--- src/rtl/pe_pool_pkg.sv ---
// pe_pool_pkg: shared constants, derived widths and the lane-wise max helper
// used by the 2x2 / stride-2 max-pooling stage and its line buffer.
package pe_pool_pkg;

  localparam int CH    = 12;            // channels per pixel vector
  localparam int DW    = 8;             // bits per channel (unsigned)
  localparam int IMG_W = 24;            // conv output width (even)
  localparam int IMG_H = 24;            // conv output height (even)

  localparam int VW    = CH * DW;       // packed vector width
  localparam int COL_W = $clog2(IMG_W);
  localparam int ROW_W = $clog2(IMG_H);
  localparam int LB_D  = IMG_W / 2;     // one entry per horizontal pair
  localparam int LB_AW = COL_W - 1;     // col>>1 addresses the line buffer

  // Lane-wise unsigned max; lane k occupies bits [k*DW +: DW].
  function automatic logic [VW-1:0] vec_max(input logic [VW-1:0] a,
                                            input logic [VW-1:0] b);
    logic [VW-1:0] m;
    m = '0;
    for (int k = 0; k < CH; k++) begin
      m[k*DW +: DW] = (a[k*DW +: DW] >= b[k*DW +: DW]) ? a[k*DW +: DW]
                                                       : b[k*DW +: DW];
    end
    return m;
  endfunction

endpackage

--- src/rtl/pool_line_buf.sv ---
// pool_line_buf: half-row store of horizontal maxima for the pooling stage.
// Ports:
//   i_clk    clock, rising edge
//   i_we     write enable (registered write)
//   i_waddr  write address (pair index, col>>1)
//   i_wdata  horizontal-max vector to store
//   i_raddr  read address (pair index, col>>1)
//   o_rdata  asynchronous read data
// Contents are not reset: every entry is written in an even row before the
// following odd row reads it.
module pool_line_buf
  import pe_pool_pkg::*;
(
  input  logic             i_clk,
  input  logic             i_we,
  input  logic [LB_AW-1:0] i_waddr,
  input  logic [VW-1:0]    i_wdata,
  input  logic [LB_AW-1:0] i_raddr,
  output logic [VW-1:0]    o_rdata
);

  logic [VW-1:0] r_mem [LB_D];

  always_ff @(posedge i_clk) begin
    if (i_we) begin
      r_mem[i_waddr] <= i_wdata;
    end
  end

  assign o_rdata = r_mem[i_raddr];

endmodule

--- src/rtl/maxpool_stage.sv ---
// maxpool_stage: streaming 2x2 / stride-2 max pooling over raster-ordered
// CH-lane pixel vectors.
// Ports:
//   i_clk         clock, rising edge
//   i_rst         synchronous active-high reset
//   i_conv_data   input pixel vector, lane k = bits [k*DW +: DW]
//   i_conv_valid  input beat qualifier
//   o_pool_data   pooled vector (holds between strobes)
//   o_pool_valid  one-cycle strobe per pooled vector
//   o_pool_end    strobe coinciding with the last pooled vector of a frame
//   o_busy        high while a frame is partially received
//
// Handshake: a beat transfers on every rising edge where i_conv_valid is high
// and i_rst is low. There is no ready; the stage always accepts and the
// downstream always accepts o_pool_valid. Idle cycles freeze all state.
module maxpool_stage
  import pe_pool_pkg::*;
(
  input  logic          i_clk,
  input  logic          i_rst,
  input  logic [VW-1:0] i_conv_data,
  input  logic          i_conv_valid,
  output logic [VW-1:0] o_pool_data,
  output logic          o_pool_valid,
  output logic          o_pool_end,
  output logic          o_busy
);

  if (((IMG_W % 2) != 0) || ((IMG_H % 2) != 0)) begin : g_bad_dims
    $error("maxpool_stage: IMG_W and IMG_H must both be even");
  end

  logic [COL_W-1:0] r_col;
  logic [ROW_W-1:0] r_row;
  logic [VW-1:0]    r_hold;
  logic [VW-1:0]    r_pool_data;
  logic             r_pool_valid;
  logic             r_pool_end;
  logic             r_busy;

  logic             w_last_col;
  logic             w_last_row;
  logic [COL_W-1:0] w_col_nxt;
  logic [ROW_W-1:0] w_row_nxt;
  logic [VW-1:0]    w_h;
  logic [VW-1:0]    w_lb_rdata;
  logic             w_lb_we;
  logic [LB_AW-1:0] w_lb_addr;

  assign w_last_col = (r_col == COL_W'(IMG_W - 1));
  assign w_last_row = (r_row == ROW_W'(IMG_H - 1));
  assign w_h        = vec_max(r_hold, i_conv_data);
  assign w_lb_addr  = r_col[COL_W-1:1];
  // Reset wins over a colliding beat, so the write is suppressed as well.
  assign w_lb_we    = i_conv_valid & ~i_rst & r_col[0] & ~r_row[0];

  always_comb begin
    w_col_nxt = r_col;
    w_row_nxt = r_row;
    if (i_conv_valid) begin
      w_col_nxt = w_last_col ? '0 : r_col + 1'b1;
      if (w_last_col) begin
        w_row_nxt = w_last_row ? '0 : r_row + 1'b1;
      end
    end
  end

  pool_line_buf u_line_buf (
    .i_clk   (i_clk),
    .i_we    (w_lb_we),
    .i_waddr (w_lb_addr),
    .i_wdata (w_h),
    .i_raddr (w_lb_addr),
    .o_rdata (w_lb_rdata)
  );

  always_ff @(posedge i_clk) begin
    if (i_rst) begin
      r_col        <= '0;
      r_row        <= '0;
      r_hold       <= '0;
      r_pool_data  <= '0;
      r_pool_valid <= 1'b0;
      r_pool_end   <= 1'b0;
      r_busy       <= 1'b0;
    end else begin
      r_pool_valid <= 1'b0;
      r_pool_end   <= 1'b0;
      r_col        <= w_col_nxt;
      r_row        <= w_row_nxt;
      // o_busy reflects the counters as they stand after this edge.
      r_busy       <= (w_col_nxt != '0) || (w_row_nxt != '0);
      if (i_conv_valid) begin
        if (!r_col[0]) begin
          r_hold <= i_conv_data;
        end else if (r_row[0]) begin
          r_pool_data  <= vec_max(w_lb_rdata, w_h);
          r_pool_valid <= 1'b1;
          r_pool_end   <= w_last_row & w_last_col;
        end
      end
    end
  end

  assign o_pool_data  = r_pool_data;
  assign o_pool_valid = r_pool_valid;
  assign o_pool_end   = r_pool_end;
  assign o_busy       = r_busy;

endmodule

--- config.mk ---
export PLATFORM = sky130hd
export DESIGN_NAME = maxpool_stage
export DESIGN_NICKNAME = d
export VERILOG_FILES = /design/src/rtl/pe_pool_pkg.sv /design/src/rtl/pool_line_buf.sv /design/src/rtl/maxpool_stage.sv
export SDC_FILE = /design/constraint.sdc
export NUM_CORES = 2
export LEC_CHECK = 0
export CAP_MARGIN = 15
export CORE_AREA = 4 4 442 444
export CTS_CLUSTER_DIAMETER = 100
export DETAILED_ROUTE_END_ITERATION = 6
export DIE_AREA = 0 0 446 448
export HOLD_SLACK_MARGIN = 0.05
export MAX_ROUTING_LAYER = met4
export PLACE_DENSITY = 0.54
export SLEW_MARGIN = 20
export SYNTH_ARGS = -nofsm -noshare
export SYNTH_HDL_FRONTEND = slang
export SYNTH_SLANG_ARGS = --single-unit
--- constraint.sdc ---
create_clock -name i_clk -period 12.5 [get_ports i_clk]
set_clock_uncertainty 0.1 [all_clocks]
set_input_delay 1.25 -clock i_clk [delete_from_list [all_inputs] [get_ports i_clk]]
set_output_delay 1.25 -clock i_clk [all_outputs]
set_load 0.1 [all_outputs]
Word-level counts from Yosys, hierarchy flattened. Memory sizes are Yosys's and may differ from the RTL's. A register that Yosys moved wholly into a read port is not among the register bits. Index checks and enable logic that the tools add are counted. W data, S select, Z words.

Logic and storage cells: 84. Register bits: 205. Memories kept: 1. Bits in writable memories: 1152. Output and inout port bits: 99. Bits of input ports: 99.

Memories: u_line_buf.r_mem (depth 12, bits a word 96, rd ports 1, clocked after memory_dff 1, wr ports 1, line pool_line_buf.sv:22) `logic [VW-1:0] r_mem [LB_D];`.

Reductions and logical operators: 7. Add/subtract/negate cells: 2. Bitwise gates (word level): 8. Magnitude comparators: 24. Multiplexer cells: 33. Equality and inequality tests: 2.

Operators by type and width (number): $ge A8 B8 Y1 (24); $mux W8 (24); $mux W5 (5); $add A5 B1 Y5 const B (2); $eq A5 B5 Y1 const B (2); $reduce_bool A5 Y1 (2); $and A1 B1 Y1 (4); $mux W4 (1); $not A1 Y1 (4); $reduce_or A4 Y1 (1); $mux W1 (3); $reduce_and A3 Y1 (1); $reduce_or A3 Y1 (1); $reduce_and A2 Y1 (1); $logic_or A1 B1 Y1 (1).

Logic depth before layout (Yosys ltp).
Depth in word-level cells: 6. Mapped depth: 15. Gate-level depth less buffers: 13.

Hierarchy. Synthesis repeated with hierarchy kept, for this count alone.

Cells, all modules: 3449. Area total of the unflattened synthesis: 57251.2 um2.

By module, submodules not included: pool_line_buf (cells an instance 1856, instances 1, sequential area each 34593.2 um2, area each 43187.7 um2); maxpool_stage (cells an instance 1593, instances 1, sequential area each 4103.9 um2, area each 14063.5 um2).

Worst setup path before layout. No wires, ideal clock.

Path type: input -> register. From: in i_rst. To: mem u_line_buf.r_mem[3][0] (netlist bit), enable pin. Setup time: 668 ps. Arrival: 8472 ps. Path buffers: 2. Path slack: 3260 ps. Cell stages on the path: 5. Required time: 11732 ps. Path through: clkbuf_1 -> clkbuf_1 -> nor3_1 -> nand3_1 -> nor3_1.

Word-level cells in the longest chain between the ends: 6.

Ends and longest elaborated chain: start, declared (line maxpool_stage.sv:20) `input logic i_rst,`; $not A1 Y1 (line maxpool_stage.sv:55) `assign w_lb_we = i_conv_valid & ~i_rst & r_col[0] & ~r_row[0];`; $and A1 B1 Y1 (3 in series) (line maxpool_stage.sv:55); $mux W1 (line pool_line_buf.sv:25) `if (i_we) begin`; $mux W1 (not written as such) (line pool_line_buf.sv:26) `r_mem[i_waddr] <= i_wdata;`; end, declared (line pool_line_buf.sv:22).

Every way passes these cells.

==> results.json <==
{
  "run_status": "completed",
  "firstDrtPassIters": 5,
  "cp_cell_sequence": "buf_4 -> buf_4 -> mux4_2 -> a22o_1 -> a21oi_1 -> ha_1 -> nor3b_1 -> o21ai_0 -> a21oi_1 -> and2_1 -> a211oi_1",
  "post_cts_hold_buffer_count": 0,
  "synth_area_per_cell_um2": 16.2,
  "ys.flop_type": "edfxtp_1",
  "h-tree-depth": 4,
  "wl_per_cell_um": 23.1,
  "share_of_the_yosys_chip_area_belonging_to_registers_pct": 67.6,
  "cts_tree": "done",
  "min-delay-start": "r_hold[24]",
  "critPathCaptureType": "flip-flop",
  "avgViaCountPerCell": 4.90,
  "fin_worst_hold_slack_ns": 0.370,
  "fin_total_pwr_mw": 10.1,
  "post_route_cells_drive_above_1_share_pct": 16.2,
  "fillCellCount": 18100,
  "grt_overflow_total": 0,
  "mostFrequentLayoutCell": "edfxtp_1",
  "leading_cell_types_in_the_layout_fill_and_taps_excluded": "edfxtp_1, nand2_1, mux4_2",
  "clock-sinks": 1357,
  "routed_wl_um": 148000,
  "critical_path.slowest_cell": "dfxtp_4",
  "synth_nets": 3818,
  "route.antenna.remaining_nets": 0,
  "path_clk_slew_ns": 0.06,
  "num_vias": 31400,
  "drv.max_cap_violation_count": 0,
  "cts_inserted_buffers": 150,
  "clock_insertion_delay_worst_skew_ns": 0.77,
  "cp_num_cells": 11,
  "report.final.hold_viol_count": 0,
  "mapped_cell_area_um2": 57200,
  "crit_family": "buffers and inverters",
  "async_reset_ff_share_pct": 0,
  "synth_edf_count": 1152,
  "place.port_buffers": 197,
  "worst_ir_drop_vdd_mv": 0.136,
  "io_pins": 198,
  "grt_setup_unrepaired": "no",
  "cp_max_fo": 46,
  "detail_route.iter0.violations": 2153,
  "fp.dieArea_um2": 200000,
  "setup.reg_to_reg.worst_slack_ns": 7.01,
  "final-setup-viol-count": 0,
  "power.leakage_nw": 22.3,
  "gp_congestion": 0.755,
  "ys.warnings.count": 0,
  "r2r-start": "r_col[2]",
  "syn2layout_area_growth_pct": 17.1,
  "post-place-cells": 6121,
  "floorplan.rows": 161,
  "timing.reg2reg.worst_path_depth": 11,
  "timing.hold.worst.class": "flip-flop to flip-flop",
  "final_routed_drc_violation_total": 0,
  "min_to": "r_hold[24]",
  "maxSlewViolCount": 0,
  "number_of_antenna_violations_at_the_first_check_in_global_routing": 8,
  "cts-resized-gates": 0,
  "grt_util_all_layers_pct": 15.1,
  "postSynthCellCount": 3525,
  "max_freq_ghz": 0.182,
  "dp_hpwl_um": 83800,
  "maximum_number_of_pins_on_one_net_before_global_route_repair": 136,
  "post_synth_num_cell_types": 63,
  "dpl_cell_area_um2": 62000,
  "postSynthRegisterBits": 1357,
  "worst_r2r_endpoint": "o_pool_data[75]",
  "critPathBufInv": 2,
  "cp.required_ns": 13.02,
  "critPathMaxStageDelay_ns": 0.81,
  "max_slew.worst_pin.slew_ns": 1.17,
  "first_global_vias": 32600,
  "timing.critical_path.arrival_ns": 6.01,
  "stdcell_count": 6402,
  "layout_worst_path_cycle_share_pct": 43.9,
  "setup_total_negative_slack_ns": 0,
  "hold_depth": 2,
  "pwr_density_cell_nw_per_um2": 151,
  "cts.path.max_buffers": 3,
  "grt_pass1_wl_um": 218000,
  "cts.repair_timing.setup_buffer_count": 0,
  "final_cell_area_um2": 67000,
  "finalCriticalPeriod_ns": 5.49,
  "timing.critical_path.from_type": "flip-flop",
  "max_slew_margin_pct": 21.7,
  "cts_root_buffer": "clkbuf_16",
  "die_height_um": 448,
  "start_util_pct": 29.9,
  "die_x_um": 446,
  "kind_of_critical_path": "flip-flop to flip-flop",
  "floorplan.core_area_um2": 192000,
  "design.final.nets": 4041,
  "critical_path.startpoint": "r_col[2]"
}
[synthesized netlist by cell type, drive strengths merged (6+ instances only)]
| library cell | number | area [um^2] |
|---|---|---|
| a2111oi | 53 | 494 |
| a211o | 6 | 52.6 |
| a211oi | 61 | 533 |
| a21o | 6 | 45.0 |
| a21oi | 151 | 756 |
| a22o | 6 | 52.6 |
| a22oi | 42 | 315 |
| a31oi | 6 | 37.5 |
| a41o | 6 | 60.1 |
| and2 | 8 | 50.1 |
| and4 | 7 | 61.3 |
| buf | 89 | 606 |
| clkbuf | 87 | 330 |
| dfxtp | 205 | 4100 |
| edfxtp | 1152 | 34600 |
| ha | 194 | 2430 |
| inv | 189 | 709 |
| mux2 | 6 | 67.6 |
| mux2i | 140 | 1400 |
| mux4 | 288 | 6490 |
| nand2 | 372 | 1400 |
| nand2b | 15 | 93.8 |
| nand3 | 10 | 50.1 |
| nand3b | 7 | 52.6 |
| nand4 | 13 | 81.3 |
| nor2 | 124 | 465 |
| nor2b | 7 | 43.8 |
| nor3 | 92 | 460 |
| nor3b | 7 | 52.6 |
| o211a | 6 | 60.1 |
| o211ai | 6 | 45.0 |
| o21a | 6 | 45.0 |
| o21ai | 79 | 489 |
| o21bai | 42 | 315 |
| o221a | 6 | 67.6 |
| o221ai | 6 | 52.6 |
| o31ai | 7 | 135 |
[where the power goes]
part / internal, mW / leakage (nW) / switching [mW]
clock: 2.67 / 2.42 / 1.80
sequential: 4.99 / 12.1 / 0.0250
combinational: 0.230 / 7.85 / 0.406
[state kept, by name, indices dropped and copies added (netlist names)]
signal            cells
r_hold               96
r_col                 5
r_row                 5
o_pool_data          96
o_pool_valid          1
o_pool_end            1
u_line_buf.r_mem   1152
o_busy                1
[through the flow]
stage	utilization, %	setup slack (ns)
CTS	35.0	6.88
global placement	32.4	6.81
finish	35.0	7.01
floorplan	-	3.26
global route	35.0	6.39
detailed placement	32.4	6.73
[layer usage]
layer  wire length [um]  vias to the layer above  share of wire (%)  track usage (%)
li1                   -                    14200                  -                -
met1              64700                    16400                 44             19.0
met2              74700                      573                 51             25.5
met3               5090                      177                3.4             2.29
met4               3320                        0                2.2             3.89
met5                  0                        -                  0                -
[worst reg2reg max path: cells and delay by family, from the launching register on]
family,cells,cell delay (ns)
and+or+nand+nor,2,0.57
AOI/OAI and AO/OA,5,1.29
adders and majority gates,1,0.26
DFF,1,0.81
muxes,1,0.63
buffers and inverters,2,1.69
[cells by family after synthesis]
kind of cell | count (synthesis) | synth area share (%)
adders and majority gates | 195 | 4.26
and+or+nand+nor | 668 | 4.98
buffers and inverters | 365 | 2.87
xor gates and xnor gates | 3 | 0.0459
DFF | 1357 | 67.6
muxes | 434 | 13.9
AOI/OAI and AO/OA | 503 | 6.33
[final cells by class]
class | count | area [um^2] | area share [%]
clock inverter | 78 | 898 | 1.34
multi-input combinational | 1803 | 17000 | 25.4
inverter | 189 | 709 | 1.06
sequential | 1357 | 38700 | 57.8
clock buffer | 199 | 4070 | 6.08
antenna | 3 | 7.51 | 0.0112
timing repair buffer | 247 | 2420 | 3.62
tap | 2526 | 3160 | 4.72
[worst max path at each step]
stage / endpoint
2_1_floorplan: u_line_buf.r_mem[3][0]
3_3_place_gp: o_pool_data[37]
3_5_place_dp: u_line_buf.r_mem[10][12]
4_1_cts: o_pool_data[75]
5_1_grt: o_pool_data[75]
6_report: o_pool_data[75]
Power figures use the tool's default switching activity.
